### src/rtl/spi_wb_bridge.sv
// SPI slave (mode 0, MSB first) to 8-bit Wishbone master bridge.
// One chip-select frame carries a single-byte write (cmd, addr, data)
// or read (cmd, addr, dummy, data-out). SPI pins are oversampled in clk.
module spi_wb_bridge #(
   parameter int         TIMEOUT      = 32,
   parameter logic [7:0] TIMEOUT_DATA = 8'hFF
) (
   input  logic       clk,
   input  logic       rst_n,
   input  logic       spi_sclk,
   input  logic       spi_cs_n,
   input  logic       spi_mosi,
   output logic       spi_miso,
   output logic [7:0] wb_adr_o,
   output logic [7:0] wb_dat_o,
   input  logic [7:0] wb_dat_i,
   output logic       wb_cyc_o,
   output logic       wb_stb_o,
   output logic       wb_we_o,
   input  logic       wb_ack_i,
   output logic       busy_o,
   output logic       timeout_o
);

   typedef enum logic [2:0] {IDLE, CMD, ADDR, DATA, WAIT_RD, DONE} state_t;

   localparam logic [5:0] TMO_LAST = 6'(TIMEOUT - 1);

   state_t     state, state_next;
   logic [2:0] sclk_sync;
   logic [2:0] cs_sync;
   logic [1:0] mosi_sync;
   logic [2:0] bit_cnt;
   logic [1:0] byte_idx;
   logic [7:0] rx_shift;
   logic [7:0] rx_byte;
   logic [7:0] tx_shift;
   logic [7:0] adr_lat;
   logic       we_lat;
   logic       rd_pend;
   logic [5:0] tmo_cnt;
   logic       sclk_rise, sclk_fall, cs_high, cs_fall, byte_done;
   logic       latch_we, latch_adr, latch_dat, req;
   logic       tmo_hit, rd_done, miso_en;
   logic [7:0] rd_value;

   assign sclk_rise = sclk_sync[1] & ~sclk_sync[2];
   assign sclk_fall = ~sclk_sync[1] & sclk_sync[2];
   assign cs_high   = cs_sync[1];
   assign cs_fall   = cs_sync[2] & ~cs_sync[1];
   assign rx_byte   = {rx_shift[6:0], mosi_sync[1]};
   assign byte_done = sclk_rise && !cs_high && (bit_cnt == 3'd7);
   assign tmo_hit   = wb_cyc_o && !wb_ack_i && (tmo_cnt == TMO_LAST);
   assign rd_done   = wb_cyc_o && !wb_we_o && (wb_ack_i || tmo_hit);
   assign rd_value  = wb_ack_i ? wb_dat_i : TIMEOUT_DATA;
   assign miso_en   = (state == DONE) && !we_lat && (byte_idx == 2'd3);
   assign wb_stb_o  = wb_cyc_o;
   assign busy_o    = wb_cyc_o;

   // Two-flop synchronisers plus one delay stage for edge detection; cs idles high
   always_ff @(posedge clk or negedge rst_n) begin
      if (!rst_n) begin
         sclk_sync <= 3'b000;
         cs_sync   <= 3'b111;
         mosi_sync <= 2'b00;
      end else begin
         sclk_sync <= {sclk_sync[1:0], spi_sclk};
         cs_sync   <= {cs_sync[1:0], spi_cs_n};
         mosi_sync <= {mosi_sync[0], spi_mosi};
      end
   end

   // Receive shifter with bit counter and saturating byte index, cleared while deselected
   always_ff @(posedge clk or negedge rst_n) begin
      if (!rst_n) begin
         bit_cnt  <= 3'd0;
         byte_idx <= 2'd0;
         rx_shift <= 8'd0;
      end else if (cs_high) begin
         bit_cnt  <= 3'd0;
         byte_idx <= 2'd0;
      end else if (sclk_rise) begin
         rx_shift <= rx_byte;
         bit_cnt  <= bit_cnt + 3'd1;
         if (bit_cnt == 3'd7 && byte_idx != 2'd3)
            byte_idx <= byte_idx + 2'd1;
      end
   end

   // Frame state register
   always_ff @(posedge clk or negedge rst_n) begin
      if (!rst_n)
         state <= IDLE;
      else
         state <= state_next;
   end

   // Frame sequencing; deselect always returns to IDLE
   always_comb begin
      state_next = state;
      if (cs_high)
         state_next = IDLE;
      else begin
         case (state)
            IDLE:    if (cs_fall)   state_next = CMD;
            CMD:     if (byte_done) state_next = ADDR;
            ADDR:    if (byte_done) state_next = we_lat ? DATA : WAIT_RD;
            DATA:    if (byte_done) state_next = DONE;
            WAIT_RD: if (byte_done) state_next = DONE;
            default: state_next = state;
         endcase
      end
   end

   // Latch strobes and bus request, issued in the clk a byte completes
   always_comb begin
      latch_we  = 1'b0;
      latch_adr = 1'b0;
      latch_dat = 1'b0;
      req       = 1'b0;
      if (byte_done) begin
         case (state)
            CMD:  latch_we = 1'b1;
            ADDR: begin
               latch_adr = 1'b1;
               req       = !we_lat;
            end
            DATA: begin
               latch_dat = 1'b1;
               req       = 1'b1;
            end
            default: ;
         endcase
      end
   end

   // Command direction and address held for the rest of the frame
   always_ff @(posedge clk or negedge rst_n) begin
      if (!rst_n) begin
         we_lat  <= 1'b0;
         adr_lat <= 8'd0;
      end else begin
         if (latch_we)  we_lat  <= rx_byte[7];
         if (latch_adr) adr_lat <= rx_byte;
      end
   end

   // Single-slot Wishbone engine with ack-or-timeout termination; ack beats timeout
   always_ff @(posedge clk or negedge rst_n) begin
      if (!rst_n) begin
         wb_cyc_o  <= 1'b0;
         wb_adr_o  <= 8'd0;
         wb_dat_o  <= 8'd0;
         wb_we_o   <= 1'b0;
         tmo_cnt   <= 6'd0;
         timeout_o <= 1'b0;
      end else begin
         timeout_o <= 1'b0;
         if (wb_cyc_o) begin
            if (wb_ack_i)
               wb_cyc_o <= 1'b0;
            else if (tmo_hit) begin
               wb_cyc_o  <= 1'b0;
               timeout_o <= 1'b1;
            end else
               tmo_cnt <= tmo_cnt + 6'd1;
         end else if (req) begin
            wb_cyc_o <= 1'b1;
            tmo_cnt  <= 6'd0;
            wb_we_o  <= we_lat;
            wb_adr_o <= latch_adr ? rx_byte : adr_lat;
            if (latch_dat) wb_dat_o <= rx_byte;
         end
      end
   end

   // Read data capture into the transmit shifter and MISO drive on falling edges
   always_ff @(posedge clk or negedge rst_n) begin
      if (!rst_n) begin
         tx_shift <= 8'd0;
         spi_miso <= 1'b0;
         rd_pend  <= 1'b0;
      end else if (cs_high) begin
         tx_shift <= 8'd0;
         spi_miso <= 1'b0;
         rd_pend  <= 1'b0;
      end else begin
         if (req && !we_lat)
            rd_pend <= 1'b1;
         if (rd_done && rd_pend) begin
            tx_shift <= rd_value;
            rd_pend  <= 1'b0;
         end else if (sclk_fall && miso_en) begin
            spi_miso <= tx_shift[7];
            tx_shift <= {tx_shift[6:0], 1'b0};
         end
      end
   end

endmodule

### config.mk
export PLATFORM = sky130hd
export DESIGN_NAME = spi_wb_bridge
export DESIGN_NICKNAME = d
export VERILOG_FILES = /design/src/rtl/spi_wb_bridge.sv
export SDC_FILE = /design/constraint.sdc
export NUM_CORES = 1
export LEC_CHECK = 0
export ABC_AREA = 1
export CORE_UTILIZATION = 30
export CTS_BUF_LIST = sky130_fd_sc_hd__clkbuf_4 sky130_fd_sc_hd__clkbuf_8 sky130_fd_sc_hd__clkbuf_16
export DETAILED_ROUTE_END_ITERATION = 6
export PLACE_DENSITY = 0.57
export SYNTH_ARGS = -nofsm -noshare
export SYNTH_HDL_FRONTEND = slang
export SYNTH_SLANG_ARGS = --single-unit
export TNS_END_PERCENT = 1
### constraint.sdc
create_clock -name clk -period 1.98 [get_ports clk]
set_input_delay 0.396 -clock clk [delete_from_list [all_inputs] [get_ports clk]]
set_output_delay 0.396 -clock clk [all_outputs]
set_load 0.01 [all_outputs]
==> results.py, run 1 <==
metrics = {
    "setup_path": {
        "crit_path_max_incr_delay_ns": 0.59,
        "slowest_stage": "clkdlybuf4s50_1",
        "crit_chain": "clkdlybuf4s50_1",
        "setup.worst_path.start_class": "flip-flop",
        "r2r_cells": 9,
        "path_delay_family": "buffers and inverters",
        "criticalPathCategory": "reg -> out",
        "end_kind": "output pin",
        "critical_path_depth": 1,
        "required_ns": 1.58,
        "path_buf_inv": 1,
        "critPathArrivalTime_ns": 1.41,
        "cp_max_fo": 8,
    },
    "cts": {
        "hold_buffers": 0,
        "cts_tree": "built",
        "cts.clk_slew.worst_paths_ns": 0.07,
        "ctsHtreeMaxLevel": 3,
        "cts-root-buf": "clkbuf_8",
        "cts_sinks": 67,
        "clock_path_buffers": 2,
        "cts_buffers": 9,
        "worstSkewPairLatency_ns": 0.34,
    },
    "logic_synthesis": {
        "async_flop_share_pct": 100.0,
        "syn_area_per_cell_um2": 9.160,
        "synth_edf_count": 0,
        "ys_warn_count": 0,
        "synth.ff_latch_count": 67,
        "synth_area_leaders": "dfrtp_1 53%, nand2_1 13%, nand3_1 3.7%, inv_1 3.4%, o21ai_2 2.9%",
        "syn_nets": 345,
        "synth_area_leader_cell": "dfrtp_1",
        "synth_flop_cell": "dfrtp_1",
        "seq_area_frac_synth_pct": 56.10,
        "netlist_area_um2": 2995,
        "yosysUniqueCellTypes": 30,
        "synthCells": 327,
        "synth_top_area_share_pct": 53.47,
    },
    "min_path": {
        "hp-class": "in -> async",
    },
    "finish": {
        "area_growth_pct": 25.36,
        "fill_cells": 1020,
        "seq_area_um2": 1680,
        "drive_above_1_share_pct": 14.75,
        "n_antenna_cell": 0,
        "finalNonFillerCells": 506,
        "multi_input_area_um2": 1146,
        "nNetsFinal": 386,
    },
    "die": {
        "rows": 36,
        "start_util_pct": 30.79,
        "dieArea_um2": 10390,
        "ios": 36,
        "coreArea_um2": 9729,
        "die_w_um": 101.9,
        "die_h_um": 101.9,
    },
    "place": {
        "place_congestion": 0.8165,
        "dp.cells": 490,
        "pre_cts_ws_ns": 0.1336,
        "io_buffer_count": 35,
        "place_hpwl_um": 4215,
    },
    "drt": {
        "dr.pass1.iters": 4,
        "wl_per_cell_um": 11.65,
        "drc": 0,
        "postRouteAntennaNets": 0,
        "drt_iter0_drc": 159,
        "routed_wl_um": 5896,
        "viasPerCell": 4.397,
        "vias": 2225,
    },
    "grt": {
        "grtUsageTotal_pct": 12.71,
        "grt_pass1_vias": 2071,
        "antenna_found_initial": 0,
        "grt_remaining_overflow": 0,
        "grt_max_degree": 33,
        "grt_pass1_wl_um": 10160,
    },
    "power_and_ir_drop": {
        "power.density_nw_per_um2": 879.2,
        "vdd_drop_max_uv": 392.7,
        "p_leak_nw": 1.827,
        "p_total_w": 0.003301,
    },
    "timing": {
        "rsz0062_at_grt": "true",
        "hold_violations": 0,
        "setup_slack_ns": 0.1717,
        "fmax_ghz": 0.5530,
        "drv_slew": 0,
        "finalSetupViolations": 0,
        "maxSlewHeadroom_pct": 64.40,
        "tightest_slew_ns": 0.5340,
        "finalCriticalPeriod_ns": 1.808,
        "finalClockSkew_ns": 0.01527,
        "finalCritPeriodShare_pct": 91.33,
    },
    "run": {
        "drv_cap": 0,
    },
    "outcome": {
        "status": "finished clean",
    },
}
## final timing paths
path / start / to / slack [ns]
min: rst_n / tmo_cnt[0] / 0.03
max reg2reg: bit_cnt[0] / wb_dat_o[2] / 0.20
min in group clk: sclk_sync[0] / sclk_sync[1] / 0.35
max in group asynchronous: rst_n / cs_sync[2] / 1.39
min reg2reg: sclk_sync[0] / sclk_sync[1] / 0.35
max: busy_o / wb_cyc_o / 0.17
## synth_stat cells (2+ instances only)
cell type and n:
inv_1 27, nand3b_1 2, a21oi_1 8, dfstp_2 3
o21ai_2 10, o21ai_1 7, ha_1 4, buf_4 3
nand4_1 10, nand3_1 22, nand2_1 102, clkbuf_1 3
nand2_4 3, nand2_2 2, or2_2 7, o22ai_1 3
dfrtp_1 64, o21ai_0 13, nand3_4 3, nor2_1 19
inv_2 3
## stage by stage
stage / util (%) / TNS (ns) / hold slack, ns / area (um2)
after global placement: 36.02 / 0 / 0.3332 / 3505
after global routing: 38.59 / -0.01002 / 0.04985 / 3755
after CTS: 38.57 / 0 / 0.03596 / 3752
final: 38.59 / 0 / 0.03075 / 3755
after floorplan: - / 0 / 0.1004 / 2995
after detailed placement: 36.02 / 0 / 0.3347 / 3505
## flip-flops by register name (all words and copies together) (netlist names), 2 cells and up
| register | cells |
|---|---|
| adr_lat | 8 |
| bit_cnt | 3 |
| byte_idx | 2 |
| cs_sync | 3 |
| mosi_sync | 2 |
| rx_shift | 7 |
| sclk_sync | 3 |
| state | 3 |
| tmo_cnt | 6 |
| tx_shift | 8 |
| wb_adr_o | 8 |
| wb_dat_o | 8 |
## layer usage
metal	part of all wire (%)	global-route usage, %
met1	48	18.01
met2	46	18.24
met3	5.0	3.899
met4	1.0	4.615
met5	0	0
## final cells by class
type / instances / share of cell area (%)
multi-input combinational: 221 / 30.52
clock inverter: 7 / 3.299
tap: 133 / 4.432
sequential: 67 / 44.75
inverter: 31 / 3.232
timing repair buffer: 38 / 10.46
clock buffer: 9 / 3.299
## placed cells by master, fill, tap and decap left out, types with 4 or more instances in the layout
cell / synthesis / layout
nand2_1: 102 / 102
dfrtp_1: 64 / 64
clkdlybuf4s50_1: 0 / 34
inv_1: 27 / 27
nand3_1: 22 / 22
nor2_1: 19 / 19
o21ai_0: 13 / 13
o21ai_2: 10 / 10
nand4_1: 10 / 10
clkbuf_8: 0 / 9
a21oi_1: 8 / 8
o21ai_1: 7 / 7
or2_2: 7 / 7
ha_1: 4 / 4
## timing repair
action / in CTS / in global routing
endpoints found under the setup margin: 0 / 1
buffers inserted: 0 / 0
resized for setup: 0 / 1
## where the power goes
part / leakage (nW) / switching [W] / internal (W)
registers: 0.901 / 0.0000533 / 0.00144
clock network: 0.120 / 0.000547 / 0.000845
logic: 0.806 / 0.000280 / 0.000135
## kinds of logic (layout without fill, tap and decap cells)
kind of cell    count (synthesis)  in the layout  synth area share [%]
simple gates                  173            173                 27.57
buf+inv                        39             85                 5.639
compound gates                 43             43                 8.730
flops                          67             67                 56.10
fa+ha+maj                       4              4                 1.671
xor+xnor                        1              1                0.2925
(Power assumes the default switching activity.)
==> run 2, diff against run 1 <==
--- a/config.mk
+++ b/config.mk
@@ -10,6 +10,7 @@
 export CTS_BUF_LIST = sky130_fd_sc_hd__clkbuf_4 sky130_fd_sc_hd__clkbuf_8 sky130_fd_sc_hd__clkbuf_16
 export DETAILED_ROUTE_END_ITERATION = 6
 export PLACE_DENSITY = 0.57
+export REMOVE_ABC_BUFFERS = 1
 export SYNTH_ARGS = -nofsm -noshare
 export SYNTH_HDL_FRONTEND = slang
 export SYNTH_SLANG_ARGS = --single-unit
==> run 2 against run 1 <==
  * Via count is 1.2% higher
  * Register-to-register slack gained 0.05 ns
  * Fmax is 0.65% higher
  * Critical path depth unchanged
  * Core utilization decreased by 0.50 points
  * Die area is the same
  * Worst hold slack improved by 0.022 ns
==> results.py, run 2 (synthesized netlist as in run 1, its figures left out) <==
metrics = {
    "grt": {
        "grt_pass1_vias": 2229,
        "antenna_found_initial": 0,
        "grtUsageTotal_pct": 12.76,
        "grt_remaining_overflow": 0,
        "grt_pass1_wl_um": 10270,
        "grt_max_degree": 68,
    },
    "drt": {
        "routed_wl_um": 5653,
        "postRouteAntennaNets": 0,
        "viasPerCell": 4.449,
        "dr.pass1.iters": 4,
        "drc": 0,
        "drt_iter0_drc": 101,
        "vias": 2251,
        "wl_per_cell_um": 11.17,
    },
    "outcome": {
        "status": "finished clean",
    },
    "die": {
        "ios": 36,
        "die_h_um": 101.9,
        "dieArea_um2": 10390,
        "start_util_pct": 30.79,
        "coreArea_um2": 9729,
        "die_w_um": 101.9,
        "rows": 36,
    },
    "timing": {
        "finalSetupViolations": 0,
        "finalCriticalPeriod_ns": 1.797,
        "setup_slack_ns": 0.1834,
        "rsz0062_at_grt": "false",
        "finalClockSkew_ns": 0.009904,
        "fin_setup_tns_ns": 0,
        "finalCritPeriodShare_pct": 90.74,
        "maxSlewHeadroom_pct": 72.54,
        "drv_slew": 0,
        "tightest_slew_ns": 0.4106,
        "fmax_ghz": 0.5566,
        "hold_violations": 0,
    },
    "finish": {
        "n_antenna_cell": 0,
        "finalNonFillerCells": 506,
        "layout_common_cells": "102 x nand2_1, 64 x dfrtp_1, 34 x clkdlybuf4s50_1",
        "drive_above_1_share_pct": 14.75,
        "nNetsFinal": 387,
        "final_common_cell": "nand2_1",
        "area_growth_pct": 23.73,
    },
    "power_and_ir_drop": {
        "p_seq_share_pct": 49.1,
        "p_int_w": 0.002215,
        "combPwrFrac_pct": 13.2,
        "vdd_drop_max_uv": 280.8,
        "switching_power_w": 0.0008284,
        "switching_share_pct": 27.22,
        "clkPwrFrac_pct": 37.7,
        "p_leak_nw": 1.805,
        "power.density_nw_per_um2": 821.2,
    },
    "cts": {
        "cts_sinks": 67,
        "worstSkewPairLatency_ns": 0.34,
        "cts_buffers": 9,
        "cts_tree": "built",
        "cts.clk_slew.worst_paths_ns": 0.07,
        "cts-root-buf": "clkbuf_8",
        "post_cts_buffers": 0,
        "cts_resized": 0,
        "ctsHtreeMaxLevel": 3,
        "clock_path_buffers": 2,
        "hold_buffers": 0,
    },
    "setup_path": {
        "setup.worst_path.start_class": "flip-flop",
        "path_delay_family": "buffers and inverters",
        "end_kind": "output pin",
        "crit_path_max_incr_delay_ns": 0.59,
        "slowest_stage": "clkdlybuf4s50_1",
        "cp_max_fo": 8,
        "criticalPathCategory": "reg -> out",
        "required_ns": 1.58,
        "path_buf_inv": 1,
        "critPathArrivalTime_ns": 1.40,
        "crit_chain": "clkdlybuf4s50_1",
    },
    "place": {
        "pre_cts_ws_ns": 0.1180,
        "io_buffer_count": 35,
        "place_congestion": 0.7951,
        "dp.cells": 491,
        "place_hpwl_um": 3944,
    },
    "run": {
        "drv_cap": 0,
    },
    "min_path": {
        "hp-class": "in -> async",
    },
}
==> run 2: cell count changes in the layout (fill, tap and decap cells not counted), moves of 2 or more <==
cell,delta
clkbuf_8,+2
clkinv_4,-2
bufinv_16,-2
buf_4,+2
inv_6,-2
==> run 2: area by class of cell <==
type	count	area [um2]
multi-input cells	221	1151
repair buffers	39	387.9
fillers	995	6023
flip-flops and latches	67	1680
clock buffers	11	151.4
well taps	133	166.4
clock inverters	4	50.05
inverters	31	118.9
==> run 2: per-stage QoR <==
step	total power (W)	hold slack, ns	utilization (%)	area, um2
after floorplan	0.001793	0.1004	-	2945
after global placement	0.001913	0.3340	35.97	3500
after detailed placement	0.001920	0.3371	35.97	3500
after CTS	0.003083	0.06927	38.04	3701
after global routing	0.003217	0.08231	38.09	3706
final	0.003044	0.05248	38.09	3706
==> run 2: metal layers <==
| metal | GRT usage [%] | vias up | routed length [um] |
|---|---|---|---|
| li1 | - | 1141 | - |
| met1 | 17.06 | 1071 | 2739 |
| met2 | 19.75 | 33 | 2684 |
| met3 | 3.078 | 6 | 155 |
| met4 | 5.604 | 0 | 75 |
| met5 | 0 | - | 0 |
==> run 2: final timing paths <==
kind | to | depth (start not counted) | start | slack (ns)
worst max-delay path | wb_cyc_o | 1 | busy_o | 0.18
worst min-delay path | mosi_sync[0] | 2 | rst_n | 0.05
worst max register to register | wb_dat_o[1] | 9 | bit_cnt[0] | 0.25
worst min register to register | mosi_sync[1] | 0 | mosi_sync[0] | 0.35
max in group asynchronous | cs_sync[1] | 2 | rst_n | 1.58
min in group clk | mosi_sync[1] | 0 | mosi_sync[0] | 0.35
==> run 2: power groups by stage <==
stage          combinational, W  sequential, W  clock [W]
6_report               0.000402        0.00149    0.00115
5_1_grt                0.000463        0.00150    0.00125
4_1_cts                0.000401        0.00149    0.00119
3_5_place_dp           0.000399        0.00152          0
3_3_place_gp           0.000394        0.00152          0
2_1_floorplan          0.000286        0.00151          0
==> run 3, diff against run 2 <==
--- a/config.mk
+++ b/config.mk
@@ -11,6 +11,7 @@
 export DETAILED_ROUTE_END_ITERATION = 6
 export PLACE_DENSITY = 0.57
 export REMOVE_ABC_BUFFERS = 1
+export SLEW_MARGIN = 10
 export SYNTH_ARGS = -nofsm -noshare
 export SYNTH_HDL_FRONTEND = slang
 export SYNTH_SLANG_ARGS = --single-unit
==> results of run 3 <==
Same layout as run 2: the final DEF is identical, and so are final timing and power.
